`src/rtl/mem_port_arbiter.sv`:
```
// mem_port_arbiter: two-master arbiter in front of one single-port memory
// using the picorv32 native interface (valid/ready, addr, wdata, wstrb, rdata).
// Master 0 is the CPU core and master 1 is a loader/DMA requester. One whole
// transaction is granted at a time, so the memory only ever sees one requester.
// Optional feature macro: ARB_TIMEOUT_EN. When it is defined, a stalled grant
// is aborted after TIMEOUT_CYCLES cycles and the sticky timeout_err flag is set.
// When it is undefined, a grant waits for the memory indefinitely.
module mem_port_arbiter #(
    parameter int unsigned PRIO_MODE      = 0,
    parameter int unsigned TIMEOUT_CYCLES = 256,
    parameter logic [31:0] TO_RDATA       = 32'hDEADBEEF
) (
    input  logic        clk,
    input  logic        resetn,

    input  logic        m0_valid,
    input  logic [31:0] m0_addr,
    input  logic [31:0] m0_wdata,
    input  logic [3:0]  m0_wstrb,
    output logic        m0_ready,
    output logic [31:0] m0_rdata,

    input  logic        m1_valid,
    input  logic [31:0] m1_addr,
    input  logic [31:0] m1_wdata,
    input  logic [3:0]  m1_wstrb,
    output logic        m1_ready,
    output logic [31:0] m1_rdata,

    output logic        s_valid,
    output logic [31:0] s_addr,
    output logic [31:0] s_wdata,
    output logic [3:0]  s_wstrb,
    input  logic        s_ready,
    input  logic [31:0] s_rdata,

    output logic [1:0]  grant,
    output logic        timeout_err
);

    typedef enum logic [1:0] {
        IDLE = 2'd0,
        GNT0 = 2'd1,
        GNT1 = 2'd2,
        DONE = 2'd3
    } state_t;

    state_t r_state;
    state_t w_nextState;

    // 1 when master 1 completed the most recent transaction; 0 for master 0
    logic r_lastOwner;

    // The current owner is still presenting its request
    logic w_ownerValid;

    // The stall limit expires this cycle without a memory completion
    logic w_timeoutHit;

    // Master 1 fields are steered onto the memory bus
    logic w_sel1;

    assign w_ownerValid = ((r_state == GNT0) && m0_valid) ||
                          ((r_state == GNT1) && m1_valid);

`ifdef ARB_TIMEOUT_EN
    localparam logic [31:0] LP_TIMER_LAST = 32'(TIMEOUT_CYCLES - 1);

    logic [31:0] r_timer;
    logic        r_timeoutErr;

    assign w_timeoutHit = w_ownerValid && !s_ready && (r_timer == LP_TIMER_LAST);
    assign timeout_err  = r_timeoutErr;

    // Stall timer: restarts when a grant begins and counts grant cycles the memory leaves unanswered
    always_ff @(posedge clk or negedge resetn) begin
        if (!resetn) begin
            r_timer <= 32'd0;
        end else if ((r_state == IDLE) || (r_state == DONE)) begin
            r_timer <= 32'd0;
        end else if (!s_ready) begin
            r_timer <= r_timer + 32'd1;
        end
    end

    // Sticky timeout flag: once an abort has happened only a reset clears it
    always_ff @(posedge clk or negedge resetn) begin
        if (!resetn) begin
            r_timeoutErr <= 1'b0;
        end else if (w_timeoutHit) begin
            r_timeoutErr <= 1'b1;
        end
    end
`else
    logic w_unusedParams;

    assign w_unusedParams = ^{TO_RDATA, TIMEOUT_CYCLES};
    assign w_timeoutHit   = 1'b0;
    assign timeout_err    = 1'b0;
`endif

    // State register; reset abandons any transaction in flight without returning ready
    always_ff @(posedge clk or negedge resetn) begin
        if (!resetn) begin
            r_state <= IDLE;
        end else begin
            r_state <= w_nextState;
        end
    end

    // Remember who finished last so round-robin can hand the next tie to the other master
    always_ff @(posedge clk or negedge resetn) begin
        if (!resetn) begin
            r_lastOwner <= 1'b1;
        end else if (m0_ready) begin
            r_lastOwner <= 1'b0;
        end else if (m1_ready) begin
            r_lastOwner <= 1'b1;
        end
    end

    // Next-state decode plus the handshake outputs of the current owner
    always_comb begin
        w_nextState = r_state;
        s_valid     = 1'b0;
        m0_ready    = 1'b0;
        m1_ready    = 1'b0;
        m0_rdata    = s_rdata;
        m1_rdata    = s_rdata;
        grant       = 2'b00;

        case (r_state)
            IDLE: begin
                if (m0_valid && m1_valid) begin
                    if ((PRIO_MODE == 1) || r_lastOwner) begin
                        w_nextState = GNT0;
                    end else begin
                        w_nextState = GNT1;
                    end
                end else if (m0_valid) begin
                    w_nextState = GNT0;
                end else if (m1_valid) begin
                    w_nextState = GNT1;
                end
            end

            GNT0: begin
                grant   = 2'b01;
                s_valid = m0_valid;
                if (!m0_valid) begin
                    w_nextState = IDLE;
                end else if (s_ready) begin
                    m0_ready    = 1'b1;
                    w_nextState = DONE;
                end else if (w_timeoutHit) begin
                    s_valid     = 1'b0;
                    m0_ready    = 1'b1;
                    m0_rdata    = TO_RDATA;
                    w_nextState = DONE;
                end
            end

            GNT1: begin
                grant   = 2'b10;
                s_valid = m1_valid;
                if (!m1_valid) begin
                    w_nextState = IDLE;
                end else if (s_ready) begin
                    m1_ready    = 1'b1;
                    w_nextState = DONE;
                end else if (w_timeoutHit) begin
                    s_valid     = 1'b0;
                    m1_ready    = 1'b1;
                    m1_rdata    = TO_RDATA;
                    w_nextState = DONE;
                end
            end

            DONE: begin
                w_nextState = IDLE;
            end

            default: begin
                w_nextState = IDLE;
            end
        endcase
    end

    // Memory-side field mux: master 0 fields whenever the bus is idle so nothing floats, strobes silenced
    always_comb begin
        w_sel1  = (r_state == GNT1) && s_valid;
        s_addr  = m0_addr;
        s_wdata = m0_wdata;
        s_wstrb = 4'b0000;
        if (w_sel1) begin
            s_addr  = m1_addr;
            s_wdata = m1_wdata;
            s_wstrb = m1_wstrb;
        end else if (s_valid) begin
            s_wstrb = m0_wstrb;
        end
    end

endmodule

```
`config.mk`:
```
export PLATFORM = sky130hd
export DESIGN_NAME = mem_port_arbiter
export DESIGN_NICKNAME = d
export VERILOG_FILES = /design/src/rtl/mem_port_arbiter.sv
export SDC_FILE = /design/constraint.sdc
export NUM_CORES = 1
export LEC_CHECK = 0
export ABC_AREA = 1
export BUFFER_PORTS_ARGS = -buffer_cell sky130_fd_sc_hd__buf_4
export CAP_MARGIN = 20
export CORE_AREA = 3 3 121 123
export DETAILED_ROUTE_END_ITERATION = 16
export DIE_AREA = 0 0 124 126
export MAX_ROUTING_LAYER = met4
export SETUP_SLACK_MARGIN = 0.15
export SKIP_CTS_REPAIR_TIMING = 1
export SYNTH_ARGS = -nofsm -noshare
export SYNTH_HDL_FRONTEND = slang
export SYNTH_SLANG_ARGS = --single-unit
```
`constraint.sdc`:
```
create_clock -name clk -period 1.5 [get_ports clk]
set_clock_uncertainty 0.1 [all_clocks]
set_input_delay 0.225 -clock clk [delete_from_list [all_inputs] [get_ports clk]]
set_output_delay 0.225 -clock clk [all_outputs]
set_load 0.02 [all_outputs]
```
* Word-level counts from Yosys, hierarchy flattened
Index checks and enable logic that the tools add are counted.
Word-level totals: register bits after elaboration 3, latch bits 0, bits in writable memories 0, bits in read-only memories 0, input bits 173, output and inout port bits 138, word-level logic and storage cells 33, memories kept 0
Operators by class: $add $sub $neg 0, multipliers 0, div/mod/pow operators 0, order comparisons 0, equal/unequal tests 4, shift operators 0, multiplexer cells 23, bitwise logic cells 0, reduce and logical (&&, ||, !) cells 4
Operators with widths (number):
- $mux W32 | 2
- $mux W2 | 7
- $mux W1 | 9
- $mux W4 | 2
- $pmux W2 S4 | 1
- $eq A2 B2 Y1 const B | 2
- $ne A4 B4 Y1 const B | 1
- $pmux W2 S2 | 1
- $eq A2 B1 Y1 const B | 1
- $logic_and A1 B1 Y1 | 2
- $logic_not A2 Y1 | 1
- $pmux W1 S2 | 1
- $reduce_bool A2 Y1 | 1

* Depth between registers and ports, before layout
Gate-level depths: netlist of run 1.
word-level depth 5, mapped depth 9, depth with buffers taken out 7

* Worst setup path before layout of run 1
OpenSTA, ideal clock, no wires.
path type register -> output, from register r_state[0], to output s_wstrb[0], arrival 1714 ps, data required time 1175 ps, setup slack -539 ps, cell stages (with the launch flop) 9, path buffers 2, path through dfrtp_1 > inv_1 > ha_1 > buf_4 > nand2_1 > nand2_2 > buf_6 > nand2_1 > a21oi_1
On the way: longest elaborated chain between the ends 4, elaborated cells between the ends (all ways) 6, those cells by class 2 x eq/ne; 3 x mux; 1 x reduce/logical
RTL lines:
- from (decl) | RTL line 48 | state_t r_state;
- from (signal assigned) | RTL line 107 | r_state <= w_nextState;
- $eq A2 B2 Y1 or $eq A2 B1 Y1 (tied branches) | RTL line 132, 191
- $pmux W1 S2 | RTL line 132 | case (r_state)
- $mux W4 or $logic_and A1 B1 Y1 (tied branches) | RTL line 199, 191
- $mux W4 (*) | RTL line 195 | if (w_sel1) begin
- to (decl) | RTL line 33 | output logic [3:0] s_wstrb,
Every way passes the cells marked *; elsewhere a longest branch is shown, timed or not.

* Worst setup path after layout of run 1
from register r_state[0], to output s_wdata[21]
On the way: longest elaborated chain between the ends 4, elaborated cells between the ends (all ways) 5, those cells by class 2 x eq/ne; 2 x mux; 1 x reduce/logical
RTL lines:
- $eq A2 B2 Y1 or $eq A2 B1 Y1 (tied branches) | RTL line 132, 191
- $pmux W1 S2 | RTL line 132
- $logic_and A1 B1 Y1 (*) | RTL line 191 | w_sel1 = (r_state == GNT1) && s_valid;
- $mux W32 (*) | RTL line 195
- to (decl) | RTL line 32 | output logic [31:0] s_wdata,
Marked as above.

==> results.py, run 1 <==
metrics = {
    "cts": {
        "cts_buffer_depth": 2,
        "cts_sinks": 3,
        "cts_buffers": 3,
        "worst_skew_pair.late_latency_ns": 0.23,
        "root_buffer": "clkbuf_16",
        "clk_pin_slew_ns": 0.03,
        "h-tree-depth": 1,
        "cts_tree": "built",
    },
    "drt": {
        "vias_per_cell": 4.17,
        "dr.pass1.iters": 4,
        "wl_per_cell_microns": 14.8,
        "ant_nets": 0,
        "vias": 2800,
        "drtIter0Drc": 46,
        "totalWireLength_microns": 9930,
        "post-route-drc-count": 0,
    },
    "global_route": {
        "grt_pass1_vias": 2709,
        "antenna_found_initial": 0,
        "grt_first_pass_wirelength_microns": 13500,
        "grt_max_degree": 38,
        "track_usage": 0.111,
        "grt.overflow.total": 0,
    },
    "placed_design": {
        "port_buffers": 213,
        "gp_congestion": 0.739,
        "dp_cells": 656,
        "hpwl_microns": 7570,
        "pre_cts_ws_ns": -0.411,
        "placed_area_sq_mm": 0.00356,
    },
    "worst_setup_path": {
        "worst_ep_required_time_ns": 1.17,
        "startpoint": "r_state[0]",
        "path_buf_inv": 3,
        "ff2ff_setup_slack_ns": 0,
        "crit_slowest_cell": "dfrtp_1",
        "crit_path_start_kind": "flip-flop",
        "critPathMaxStageDelay_ns": 0.37,
        "cpLargestDelayFamily": "buffers and inverters",
        "arrival_ns": 1.74,
        "crit_fanout": 27,
        "endpoint_kind": "output port",
        "crit_chain": "inv_2, ha_4, nand2_4, nand2_8, nand3_4, buf_12, nand2_1, nand2_2, buf_4",
        "crit_type": "flip-flop to output port",
        "r2r-start": "r_state[0]",
    },
    "sta": {
        "fmax_mhz": 484,
        "setup_slack_ns": -0.565,
        "rsz0062_at_grt": "true",
        "drv_slew": 0,
        "hold_viol_final": 0,
        "period_share": 1.38,
        "period_needed_ns": 2.06,
        "setup_viol": 73,
    },
    "floorplanning": {
        "floorplan.initialDensity": 0.134,
        "coreArea_sq_mm": 0.0138,
        "rows": 43,
        "die-area_sq_mm": 0.0156,
        "die_w_microns": 124,
        "die_y_microns": 126,
        "ioPinCount": 311,
    },
    "layout": {
        "drive_gt1_frac": 0.717,
        "stdcell_area_sq_mm": 0.00409,
        "final_cells": 672,
        "nets": 669,
        "diodes": 0,
        "synthToLayoutAreaGrowth_pct": 122,
        "final_util": 0.297,
    },
    "power": {
        "p_sw_frac": 0.511,
        "sequentialPowerShare": 0.030,
        "power_density_mw_per_mm2": 1220,
        "switchingPower_mw": 2.55,
        "ir_worst_vdd_v": 0.000580,
        "clkPwrFrac": 0.085,
        "intPower_mw": 2.44,
        "p_leak_nw": 2.08,
        "power_frac_comb": 0.884,
    },
    "synthesis": {
        "syn-cell-area_sq_mm": 0.00185,
        "yosysTopAreaCellShare": 0.293,
        "synth_seq_area_share": 0.0414,
        "synth_area_leaders": "nand2_1 (29%), buf_4 (27%), nand4_1 (22%), buf_2 (4.3%), dfrtp_1 (2.7%)",
        "yosysUniqueCellTypes": 16,
        "synth_nets": 512,
        "synth.largest_area_cell": "nand2_1",
        "synth_seq_cells": 3,
        "avgSynthCellArea_sq_um": 5.49,
        "synthCells": 336,
        "yosysWarnings": 0,
    },
    "status": {
        "violations": "setup timing",
        "run_status": "finished, violations left",
    },
    "flow_run": {
        "maxCapViolCount": 0,
    },
    "worst_hold_path": {
        "hold_path.class": "primary input to asynchronous set/reset pin",
    },
}
[registers in the layout, indices dropped and copies added, names as in the netlist]
name / count
r_state: 2
r_lastOwner: 1
[cell type report]
type	count	area, sq um
Fill cell	1541	9680
Multi-Input combinational cell	230	1500
Clock buffer	4	78.8
Sequential cell	3	76.3
Inverter	10	40.0
Timing Repair Buffer	245	2170
Tap cell	180	225
[cells in the mapped netlist]
library cell and n:
nand4_1 65, clkbuf_1 7, a21oi_1 6, conb_1 1
nand3_4 1, buf_2 16, nand2_1 144, nor2_1 2
inv_1 10, dfrtp_1 2, buf_6 4, nand3_1 7
dfstp_2 1, ha_1 3, nand2_2 1, buf_4 66
[metrics by stage]
stage	hold slack, ns	power [mW]	TNS (ns)
final	0.235	4.99	-37.16
after global routing	0.242	5.34	-43.57
after CTS	-0.321	4.42	-42.67
after detailed placement	-0.0834	3.97	-25.17
after global placement	-0.0822	3.95	-23.37
after floorplan	-0.171	2.53	-16.61
[power by group through the flow]
| stage | Combinational, mW | Clock, mW | Sequential, mW |
|---|---|---|---|
| after floorplan | 2.37 | 0 | 0.161 |
| after detailed placement | 3.81 | 0 | 0.158 |
| final | 4.41 | 0.426 | 0.152 |
| after global placement | 3.80 | 0 | 0.155 |
| after global routing | 4.75 | 0.438 | 0.156 |
| after CTS | 3.83 | 0.437 | 0.158 |
[cell families after synthesis]
logic type                 count (synthesis)  share of synthesized area
AOI/OAI and AO/OA                          6                     0.0163
adders and majority gates                  3                     0.0203
buffers and inverters                    103                      0.371
DFF                                        3                     0.0414
other                                      1                    0.00203
and+or+nand+nor                          220                      0.549
[routing by layer]
metal / up-vias / track usage / part of all wire
li1: 1372 / - / -
met3: 32 / 0.0292 / 0.11
met2: 159 / 0.193 / 0.50
met4: 0 / 0.0464 / 0.034
met1: 1237 / 0.119 / 0.35
met5: - / - / 0
[worst paths after layout]
kind / end / cells past startpoint
max: s_wdata[21] / 9
min: r_state[1] / 2
max reg2reg: r_state[0] / 8
min reg2reg: r_lastOwner / 2
max in group asynchronous: r_lastOwner / 2
min in group clk: r_lastOwner / 4
[cell usage in the layout (no fill, tap or decap)]
cell type	synthesis	final
a21oi_2	0	2
a21oi_4	0	4
buf_12	0	12
buf_4	66	201
buf_6	4	26
buf_8	0	1
clkbuf_1	7	1
clkbuf_16	0	7
conb_1	1	1
dfrtp_1	2	2
dfstp_2	1	1
dlygate4sd3_1	0	1
ha_4	0	3
inv_1	10	6
inv_2	0	3
inv_4	0	1
nand2_1	144	58
nand2_2	1	73
nand2_4	0	12
nand2_8	0	2
nand3_1	7	4
nand3_2	0	2
nand3_4	1	2
nand4_1	65	65
nor2_1	2	1
nor2_2	0	1
Note: power is estimated with default switching activity, not from simulation.
==> run 2: changes to the inputs <==
--- a/config.mk
+++ b/config.mk
@@ -9,6 +9,7 @@
 export BUFFER_PORTS_ARGS = -buffer_cell sky130_fd_sc_hd__buf_4
 export CAP_MARGIN = 20
 export CORE_AREA = 3 3 121 123
+export CTS_BUF_LIST = sky130_fd_sc_hd__clkbuf_4 sky130_fd_sc_hd__clkbuf_8
 export DETAILED_ROUTE_END_ITERATION = 16
 export DIE_AREA = 0 0 124 126
 export MAX_ROUTING_LAYER = met4
==> run 2 against run 1 <==
Against the previous run: the flow still finishes with violations (setup timing); hold slack lost 0.0022 ns; global-route usage up 0.17 points; clock-buffer cell count unchanged; critical path type unchanged.
==> results.py, run 2 (same netlist as run 1, synthesis figures left out) <==
metrics = {
    "sta": {
        "drv_slew": 0,
        "holdWs_ns": 0.233,
        "setup_slack_ns": -0.566,
        "finalSetupTns_ns": -36.63,
        "fmax_mhz": 484,
        "period_share": 1.38,
        "setup_viol": 75,
        "period_needed_ns": 2.07,
        "hold_viol_final": 0,
        "rsz0062_at_grt": "true",
    },
    "placed_design": {
        "gp_congestion": 0.739,
        "hpwl_microns": 7570,
        "dp_cells": 656,
        "placed_area_sq_mm": 0.00356,
        "port_buffers": 213,
    },
    "cts": {
        "cts_buffers": 3,
        "worst_skew_pair.late_latency_ns": 0.22,
        "cts_tree": "built",
        "cts_sinks": 3,
        "clk_pin_slew_ns": 0.03,
        "cts_buffer_depth": 2,
        "h-tree-depth": 1,
        "root_buffer": "clkbuf_8",
    },
    "worst_setup_path": {
        "crit_fanout": 6,
        "crit_type": "flip-flop to output port",
        "endpoint_kind": "output port",
        "crit_path_start_kind": "flip-flop",
        "worst_ep_required_time_ns": 1.17,
        "arrival_ns": 1.74,
    },
    "flow_run": {
        "maxCapViolCount": 0,
    },
    "layout": {
        "final_cells": 682,
        "stdcell_area_sq_mm": 0.00414,
        "largest_reg_flops": 2,
        "final_common_cell": "buf_4",
        "largest_registers": "r_state: 2 flops, r_lastOwner: 1 flops",
        "multi_input_area_sq_mm": 0.00142,
        "largest_register": "r_state",
        "nets": 679,
        "diodes": 0,
        "drive_gt1_frac": 0.699,
        "synthToLayoutAreaGrowth_pct": 124,
        "nFillCells": 1515,
        "ff_latch_area_sq_um": 76.3,
        "layout_common_cells": "buf_4 (204), nand2_2 (71), nand2_1 (70)",
        "final_util": 0.300,
    },
    "drt": {
        "wl_per_cell_microns": 15.3,
        "drtIter0Drc": 76,
        "dr.pass1.iters": 4,
        "vias": 2815,
        "vias_per_cell": 4.13,
        "post-route-drc-count": 0,
        "ant_nets": 0,
        "totalWireLength_microns": 10400,
    },
    "global_route": {
        "grt_pass1_vias": 2724,
        "track_usage": 0.113,
        "grt_first_pass_wirelength_microns": 13800,
        "grt.overflow.total": 0,
        "grt_max_degree": 38,
        "antenna_found_initial": 0,
    },
    "floorplanning": {
        "coreArea_sq_mm": 0.0138,
        "floorplan.initialDensity": 0.134,
        "die-area_sq_mm": 0.0156,
        "die_w_microns": 124,
        "ioPinCount": 311,
        "die_y_microns": 126,
        "rows": 43,
    },
    "status": {
        "violations": "setup timing",
        "run_status": "finished, violations left",
    },
    "power": {
        "power_density_mw_per_mm2": 1290,
        "ir_worst_vdd_v": 0.000634,
        "p_leak_nw": 2.13,
    },
    "worst_hold_path": {
        "hold_path.class": "primary input to flip-flop",
    },
}
==> run 2: final cells by class <==
cell class	instances	area share
inverters	10	0.0106
multi-input cells	230	0.343
repair buffers	255	0.562
flip-flops and latches	3	0.0185
clock buffers	4	0.0118
well taps	180	0.0545
==> run 2: per-stage QoR <==
step / setup WS [ns] / power (mW)
after floorplan: -0.260 / 2.53
after global placement: -0.389 / 3.95
after detailed placement: -0.411 / 3.97
after CTS: -0.651 / 4.25
after global routing: -0.617 / 5.68
final: -0.566 / 5.33
==> run 2: worst paths after layout <==
path                       slack [ns]  depth (start not counted)     endpoint         from
min in group asynchronous        0.24                          2   r_state[1]       resetn
setup reg to reg                -0.02                          8   r_state[1]   r_state[0]
max in group asynchronous        0.87                          2  r_lastOwner       resetn
setup / recovery                -0.57                          9    s_addr[6]   r_state[1]
hold / removal                   0.23                          4  r_lastOwner      s_ready
hold reg to reg                  0.37                          2  r_lastOwner  r_lastOwner
==> run 2: per-layer routing <==
metal | wire length, microns | global-route usage | up-vias | share of wire
met5 | 0 | - | - | 0
met4 | 293 | 0.0445 | 0 | 0.028
met3 | 1190 | 0.0319 | 29 | 0.11
met2 | 5120 | 0.194 | 161 | 0.49
met1 | 3800 | 0.122 | 1239 | 0.36
li1 | - | - | 1386 | -
==> run 2: critical path, stage by stage, from the launching register on <==
cell and delay [ns]:
dfrtp_1 0.39, buf_6 0.13, ha_4 0.17, buf_12 0.13
buf_12 0.13, buf_12 0.13, clkbuf_16 0.15, nand4_1 0.09
nand2_2 0.06, buf_6 0.13
==> run 2: power breakdown <==
part / internal, mW / total, mW / switching [mW]
Clock: 0.200 / 0.260 / 0.0598
Combinational: 2.33 / 4.92 / 2.59
Sequential: 0.128 / 0.151 / 0.0228
Total: 2.66 / 5.33 / 2.67
